<file path="src/rtl/invsqrt_scheduler.sv">
// rtl/invsqrt_scheduler.sv - round-robin scheduler sharing one pipelined inverse-sqrt core
//
// Purpose: accepts one operand per cycle from NUM_REQ requesters (round-robin),
// drives it into a PIPE_LAT-deep inverse-square-root core, and carries each
// operand's requester tag along a matching shadow shift register so the core
// result is routed back to the requester that issued it.
//
// Ports:
//   clk          clock, rising edge
//   rst          asynchronous active-low reset
//   req_valid    per-requester operand valid
//   req_data     packed operands, requester i at [32i+31:32i]
//   req_ready    one-hot grant (combinational)
//   flush        level request to stop issuing and drain
//   flush_done   high while drained
//   dp_data_in   operand to core
//   dp_data_out  result from core
//   resp_valid   one-hot single-cycle result strobe
//   resp_data    result, zero when no strobe
//   inflight     occupied pipeline slots
//
// Optional feature: define INVSQRT_SCHED_SPECIAL_EN to screen negative, zero
// and Inf/NaN operands at issue and return fixed special results for them.

module invsqrt_scheduler #(
    parameter int NUM_REQ  = 4,
    parameter int PIPE_LAT = 4
) (
    input  logic                  clk,
    input  logic                  rst,
    input  logic [NUM_REQ-1:0]    req_valid,
    input  logic [32*NUM_REQ-1:0] req_data,
    output logic [NUM_REQ-1:0]    req_ready,
    input  logic                  flush,
    output logic                  flush_done,
    output logic [31:0]           dp_data_in,
    input  logic [31:0]           dp_data_out,
    output logic [NUM_REQ-1:0]    resp_valid,
    output logic [31:0]           resp_data,
    output logic [5:0]            inflight
);

    typedef enum logic [1:0] {
        ST_RUN,
        ST_DRAIN,
        ST_DRAINED
    } state_t;

    state_t      state;
    state_t      state_next;
    logic [2:0]  rr_ptr;
    logic [2:0]  grant_idx;
    logic        issue;
    logic [31:0] operand;
    logic [1:0]  code;
    logic        retire;
    logic [5:0]  inflight_next;

    logic        sh_valid [PIPE_LAT];
    logic [2:0]  sh_tag   [PIPE_LAT];
    logic [1:0]  sh_code  [PIPE_LAT];

    // Requester index k positions after base, wrapping at NUM_REQ.
    function automatic int rr_index(input logic [2:0] base, input int offs);
        int sum;
        sum = int'(base) + offs;
        if (sum >= NUM_REQ) sum = sum - NUM_REQ;
        return sum;
    endfunction

    // Search starts just after the last winner. Grants are suppressed while
    // reset is held so no transfer can be lost to a clearing shadow register.
    always_comb begin
        req_ready = '0;
        grant_idx = '0;
        issue     = 1'b0;
        if (state == ST_RUN && rst) begin
            for (int k = 1; k <= NUM_REQ; k++) begin
                if (!issue && req_valid[rr_index(rr_ptr, k)]) begin
                    issue                             = 1'b1;
                    grant_idx                         = 3'(rr_index(rr_ptr, k));
                    req_ready[rr_index(rr_ptr, k)]    = 1'b1;
                end
            end
        end
    end

    always_comb begin
        operand = '0;
        for (int i = 0; i < NUM_REQ; i++) begin
            if (req_ready[i]) operand = req_data[32*i +: 32];
        end
    end

`ifdef INVSQRT_SCHED_SPECIAL_EN
    // Zero is tested before sign so that -0 maps to +Inf like +0.
    always_comb begin
        code = 2'd0;
        if (operand[30:0] == 31'd0)        code = 2'd2;
        else if (operand[31])              code = 2'd1;
        else if (operand[30:23] == 8'hFF)  code = 2'd3;
    end
`else
    assign code = 2'd0;
`endif

    // Screened operands still occupy a slot but feed the core a zero.
    assign dp_data_in = (issue && code == 2'd0) ? operand : 32'd0;

    always_ff @(posedge clk or negedge rst) begin
        if (!rst) begin
            for (int i = 0; i < PIPE_LAT; i++) begin
                sh_valid[i] <= 1'b0;
                sh_tag[i]   <= 3'd0;
                sh_code[i]  <= 2'd0;
            end
        end else begin
            sh_valid[0] <= issue;
            sh_tag[0]   <= grant_idx;
            sh_code[0]  <= code;
            for (int i = 1; i < PIPE_LAT; i++) begin
                sh_valid[i] <= sh_valid[i-1];
                sh_tag[i]   <= sh_tag[i-1];
                sh_code[i]  <= sh_code[i-1];
            end
        end
    end

    // The last shadow stage lines up with the core's output register, so the
    // response is decoded directly from it with dp_data_out alongside.
    assign retire = sh_valid[PIPE_LAT-1];

    always_comb begin
        resp_valid = '0;
        resp_data  = 32'd0;
        if (retire) begin
            for (int i = 0; i < NUM_REQ; i++) begin
                if (sh_tag[PIPE_LAT-1] == 3'(i)) resp_valid[i] = 1'b1;
            end
            case (sh_code[PIPE_LAT-1])
                2'd0:    resp_data = dp_data_out;
                2'd2:    resp_data = 32'h7F80_0000;
                default: resp_data = 32'h7FC0_0000;
            endcase
        end
    end

    always_comb begin
        inflight_next = inflight;
        if (issue && !retire)      inflight_next = inflight + 6'd1;
        else if (!issue && retire) inflight_next = inflight - 6'd1;
    end

    // DRAIN looks at the next count so flush_done rises on the same edge
    // that retires the last slot.
    always_comb begin
        state_next = state;
        case (state)
            ST_RUN: begin
                if (flush) state_next = ST_DRAIN;
            end
            ST_DRAIN: begin
                if (!flush)                    state_next = ST_RUN;
                else if (inflight_next == 6'd0) state_next = ST_DRAINED;
            end
            ST_DRAINED: begin
                if (!flush) state_next = ST_RUN;
            end
            default: state_next = ST_RUN;
        endcase
    end

    assign flush_done = (state == ST_DRAINED);

    always_ff @(posedge clk or negedge rst) begin
        if (!rst) begin
            state    <= ST_RUN;
            inflight <= 6'd0;
            rr_ptr   <= 3'(NUM_REQ - 1);
        end else begin
            state    <= state_next;
            inflight <= inflight_next;
            if (issue) rr_ptr <= grant_idx;
        end
    end

endmodule

</file>
<file path="config.mk">
export PLATFORM = sky130hd
export DESIGN_NAME = invsqrt_scheduler
export DESIGN_NICKNAME = d
export VERILOG_FILES = /design/src/rtl/invsqrt_scheduler.sv
export SDC_FILE = /design/constraint.sdc
export NUM_CORES = 1
export LEC_CHECK = 0
export BUFFER_PORTS_ARGS = -buffer_cell sky130_fd_sc_hd__buf_4
export CORE_MARGIN = 5
export CORE_UTILIZATION = 45
export CTS_BUF_LIST = sky130_fd_sc_hd__clkbuf_8 sky130_fd_sc_hd__clkbuf_16
export DETAILED_ROUTE_END_ITERATION = 7
export PLACE_DENSITY = 0.93
export SYNTH_ARGS = -nofsm -noshare
export SYNTH_HDL_FRONTEND = slang
export SYNTH_SLANG_ARGS = --single-unit
</file>
<file path="constraint.sdc">
create_clock -name clk -period 9.8 [get_ports clk]
set_input_delay 0.98 -clock clk [delete_from_list [all_inputs] [get_ports clk]]
set_output_delay 0.98 -clock clk [all_outputs]
set_load 0.01 [all_outputs]
</file>
# == Word-level counts from Yosys, hierarchy flattened ==
# Index checks and enable logic that the tools add are counted.
# op_classes
addsub,10
multipliers,0
div_mod_pow,0
n_lt_le_gt_ge,16
eq_ne,8
n_shift,0
mux,75
n_bitwise,3
n_reduce_logical,19
# ops
operator,n
32-bit 2-to-1 mux,22
"32-bit by 4-bit less-than comparator with 1-bit output, second input constant",8
"32-bit by 1-bit >= comparator with 1-bit output, second input constant",4
4-bit 2-to-1 mux,9
1-bit 2-to-1 mux,24
"4-bit by 3-bit subtractor with 5-bit output, second input constant",4
"4-bit by 3-bit >= comparator with 1-bit output, second input constant",4
3-bit 2-to-1 mux,5
6-bit 2-to-1 mux,2
4-bit bitwise OR,3
1-bit logical AND,10
"3-bit by 2-bit adder with 4-bit output, second input constant",2
1-bit binary-select mux with 2-bit select,4
1-bit demux with 2-bit select,4
2-bit 2-to-1 mux,4
"6-bit by 1-bit adder with 6-bit output, second input constant",1
"3-bit by 2-bit == test with 1-bit output, second input constant",2
6-bit zero test,1
2-bit case mux with 3 select lines,1
"6-bit by 1-bit subtractor with 6-bit output, second input constant",1
1-bit zero test,5
"3-bit by 1-bit adder with 4-bit output, second input constant",1
"3-bit by 3-bit adder with 4-bit output, second input constant",1
"2-bit != test, second input constant",2
7 further kinds,7
# word_totals
register_bits,27
latch_bits,0
ram_bits,0
mem_bits_ro,0
in_bits,167
out_inout_bits,79
word_cells,142
n_memories,0

# == Longest topological paths before layout ==
# logic_depth
ltp_word,33
depth_mapped,12
ltp_nobuf,8

# == Least setup slack after synthesis ==
# OpenSTA, ideal clock, no wires.
# synth_path
path_kind,register -> output
start,reg rr_ptr[0]
end,out dp_data_in[0]
t_arrival_ps,3184
required_ps,8820
slack_ps,5636
stages_incl_launch_ff,12
path_buffers,3
path_cell_list,dfstp_2 > buf_6 > clkbuf_1 > inv_1 > ha_1 > mux4_2 > nor4b_4 > nand2_1 > a41oi_4 > nor2_1 > buf_4 > a221oi_2
# synth_via
elab_cells_between_ends,90
classes_between,8 x add/sub; 12 x order compare; 57 x mux; 3 x bitwise; 10 x reduce/logical
# synth_rtl
item,line,source
"start, declared",51,logic [2:0] rr_ptr;
"start signal, assigned",179,rr_ptr <= 3'(NUM_REQ - 1);
"start signal, assigned",183,if (issue) rr_ptr <= grant_idx;
branches (longest 19 deep; another with 32-bit by 1-bit >= comparator with 1-bit output),--,
4-bit 2-to-1 mux *,79,"if (!issue && req_valid[rr_index(rr_ptr, k)]) begin"
4-bit 2-to-1 mux *,77,if (state == ST_RUN && rst) begin
via req_ready[2],33,"output logic [NUM_REQ-1:0] req_ready,"
32-bit 2-to-1 mux * (2 in a row),91,if (req_ready[i]) operand = req_data[32*i +: 32];
32-bit 2-to-1 mux *,108,assign dp_data_in = (issue && code == 2'd0) ? operand : 32'd0;
"end, declared",36,"output logic [31:0] dp_data_in,"
# Mark *: on every way through the listed nets, which the timed path passes. The select of a mux whose other input is x is not followed.

# == Worst setup path in the final report ==
# layout_path
start,reg rr_ptr[1]
end,out dp_data_in[9]
# layout_via
elab_chain_len,26
elab_cells_between_ends,90
classes_between,8 x add/sub; 12 x order compare; 57 x mux; 3 x bitwise; 10 x reduce/logical
# layout_rtl
item,line
branches (longest 25 deep; another with 32-bit by 1-bit >= comparator with 1-bit output),--
32-bit 2-to-1 mux *,108
# Every way passes the cells marked *. The select of a mux whose other input is x is not followed.

==> results.py <==
metrics = {
    "outcome": {
        "status": "completed",
    },
    "timing": {
        "worst_pin_slew_ps": 1250,
        "finalHoldViolations": 0,
        "setup_viol": 0,
        "finalCriticalPeriod_ps": 5400,
        "timing.fmax_mhz": 185,
        "fin_tns_setup_ps": 0,
        "rsz0062_at_grt": "false",
        "finalClockSkew_ps": 1.75,
        "min_period_over_period_pct": 55.1,
        "slew_violations": 0,
        "relSlewSlack_pct": 16.5,
    },
    "clock_network": {
        "cts.sinks": 27,
        "ctsRootBufferMaster": "clkbuf_8",
        "cts_buffers": 3,
        "cts_buffer_depth": 2,
        "clk_latency_ps": 270,
        "cts_resized": 0,
        "cts_tree": "built",
        "htree_levels": 1,
        "post_cts_buffers": 0,
        "clk_pin_slew_ps": 90,
        "cts.hold.buffers_added": 0,
    },
    "min_path": {
        "hold_class": "flop to flop",
        "hold_depth": 0,
    },
    "worst_setup_path": {
        "startpoint": "rr_ptr[1]",
        "ff2ff_path_depth": 6,
        "required_ps": 8820,
        "crit_type": "flop to output port",
        "path_cells": "inv_1, ha_1, mux4_2, nor4b_4, nand2_1, a41oi_4, nor2b_4, a221oi_2, buf_4",
        "slowest_stage": "nor2b_4",
        "crit_fanout": 32,
        "crit_path_end": "dp_data_in[9]",
        "worstSetupStartpointType": "flop",
        "cp-end-kind": "output port",
        "reg2reg_slack_ps": 6840,
        "slowest_delay_ps": 1050,
        "r2r_start": "retire",
        "crit_arrival_ps": 4420,
        "r2r_end": "state[1]",
    },
    "drt": {
        "first_iter_violations": 228,
        "postRouteWirelength_um": 13700,
        "vias": 3909,
        "postRouteAntennaNets": 0,
        "firstDrtPassIters": 4,
        "via_per_inst": 5.78,
        "drcViolationCount": 0,
        "wl_per_cell_um": 20.3,
    },
    "synthesis": {
        "synth_top_family_by_area": "compound AO/OA/AOI/OAI gates",
        "yosysSeqAreaShare_pct": 20.4,
        "synthMuxAreaShare_pct": 3.32,
        "synth_top_cell_area_share_pct": 18.9,
        "synth_compound_gate_area_share_pct": 37.5,
        "yosysWarnings": 0,
        "synth_edf_count": 0,
        "synth-seq-cells": 27,
        "synth.lib_cells_used.distinct": 61,
        "synth_area_leader_cell": "dfrtp_1",
        "synth_fa_ha_area_share_pct": 6.03,
        "async_reset_ff_share_pct": 100,
        "syn_nets": 547,
        "avgSynthCellArea_um2": 9.12,
        "synth.area.top_cells": "dfrtp_1 (19%), a221oi_2 (14%), a32oi_1 (7.9%)",
        "synthCells": 364,
        "syn-cell-area_mm2": 0.00332,
        "yosys.area_share.simple_pct": 18.1,
        "synth_top_flop_cell": "dfrtp_1",
        "synth_xor_area_share_pct": 2.38,
    },
    "global_routing": {
        "grt_first_pass_wirelength_um": 20100,
        "grt_max_degree": 48,
        "gr-total-overflow": 0,
        "grt_pass1_vias": 3810,
        "grt_antenna_before_repair": 2,
        "track_usage_pct": 28.0,
    },
    "die": {
        "die_area_mm2": 0.00919,
        "die_h_um": 95.9,
        "start_util_pct": 46.0,
        "core_mm2": 0.00721,
        "die_x_um": 95.9,
        "rows": 31,
        "io_pins": 246,
    },
    "placed_design": {
        "dp.cells": 672,
        "io_buffer_count": 245,
        "dp_hpwl_um": 11000,
        "place_congestion": 0.919,
    },
    "finish": {
        "drive_gt1_share_pct": 52.0,
        "final_nets": 761,
        "syn_to_final_growth_pct": 53.2,
        "diodes": 0,
        "fillCellCount": 538,
        "finalNonFillerCells": 676,
    },
    "run": {
        "cap_violations": 0,
    },
    "pwr": {
        "p_leak_uw": 0.00238,
        "peakVddDrop_mv": 0.201,
        "power.density_mw_per_mm2": 187,
    },
}
-- per-layer routing --
metal	part of all wire, %	track usage (%)
met5	0.25	1.79
met4	3.0	10.1
met3	13	12.9
met2	49	44.5
met1	35	32.9
-- report_power, final --
part           switching [µW]  total (µW)  internal [µW]
Sequential               59.9         209            149
Clock                    33.6        62.1           28.4
Combinational             400         682            282
Total                     493         953            460
-- cells in the mapped netlist (4+ instances only) --
| cell type | n |
|---|---|
| inv_1 | 41 |
| and2_1 | 35 |
| o21ai_0 | 34 |
| a221oi_2 | 32 |
| a32oi_1 | 30 |
| dfrtp_1 | 25 |
| ha_1 | 16 |
| clkbuf_1 | 13 |
| nor2_1 | 12 |
| buf_6 | 11 |
| nand3_1 | 8 |
| a21oi_1 | 7 |
| buf_4 | 7 |
| nor2b_1 | 7 |
| nand2_1 | 6 |
| xnor2_1 | 6 |
| buf_2 | 5 |
| a31oi_1 | 4 |
| mux4_2 | 4 |
| nand4_1 | 4 |
-- cells in the final DEF, fill, tap and decap left out, types with 4 or more instances in the layout --
cell type / count
nor2_1: 11
a32oi_1: 30
inv_1: 41
nand3_1: 8
and2_1: 35
mux4_2: 4
ha_1: 16
buf_4: 245
nand2_1: 6
dfrtp_1: 25
a221oi_2: 32
a31oi_1: 4
a21oi_1: 7
o21ai_0: 34
nand4_1: 4
nor2b_1: 7
xnor2_1: 6
-- cell type report --
class	instances	area (µm²)	share of cell area, %
Tap cell	99	124	2.44
Clock buffer	3	41.3	0.812
Multi-Input combinational cell	260	2240	44.1
Sequential cell	27	678	13.3
Timing Repair Buffer	245	1840	36.2
Inverter	41	154	3.03
Clock inverter	1	5.00	0.0984
-- registers in the layout, indices dropped and copies added (netlist names) --
register  flops
sh_valid      3
sh_tag       12
inflight      6
rr_ptr        3
retire        1
state         2
-- how the worst min path moves through the flow --
stage                      from     endpoint  slack (ps)
global placement      sh_tag[6]    sh_tag[3]         330
global route        sh_valid[2]  sh_valid[1]         360
floorplan           sh_valid[1]       retire         330
CTS                   sh_tag[6]    sh_tag[3]         360
finish                sh_tag[4]    sh_tag[1]         350
detailed placement    sh_tag[6]    sh_tag[3]         330
-- through the flow --
step | setup WS, ps | power [µW] | utilization [%] | hold WS, ps | cell area [µm²]
floorplan | 5640 | 703 | - | 331 | 3320
global placement | 4950 | 852 | 69.8 | 332 | 5040
detailed placement | 4760 | 886 | 69.8 | 335 | 5040
CTS | 4440 | 950 | 70.5 | 356 | 5080
global route | 4170 | 1020 | 70.5 | 362 | 5080
finish | 4400 | 953 | 70.5 | 354 | 5080
-- worst max-delay path, delay by kind of cell, from the launching register on --
family / cells / cell delay [ps]
AND/OR/NAND/NOR: 3 / 1580
flip-flops: 1 / 770
buffers and inverters: 2 / 450
adder cells (fa/ha/maj): 1 / 440
multiplexers: 1 / 440
AO/OA/AOI/OAI: 2 / 440
-- kinds of logic (layout without fill, tap and decap cells) --
family                   count (synthesis)  in the layout
XOR/XNOR                                 9              9
adder cells (fa/ha/maj)                 16             16
AND/OR/NAND/NOR                         96             96
multiplexers                             6              6
buffers and inverters                   77            290
flip-flops                              27             27
AO/OA/AOI/OAI                          133            133
Power figures use the tool's default switching activity.
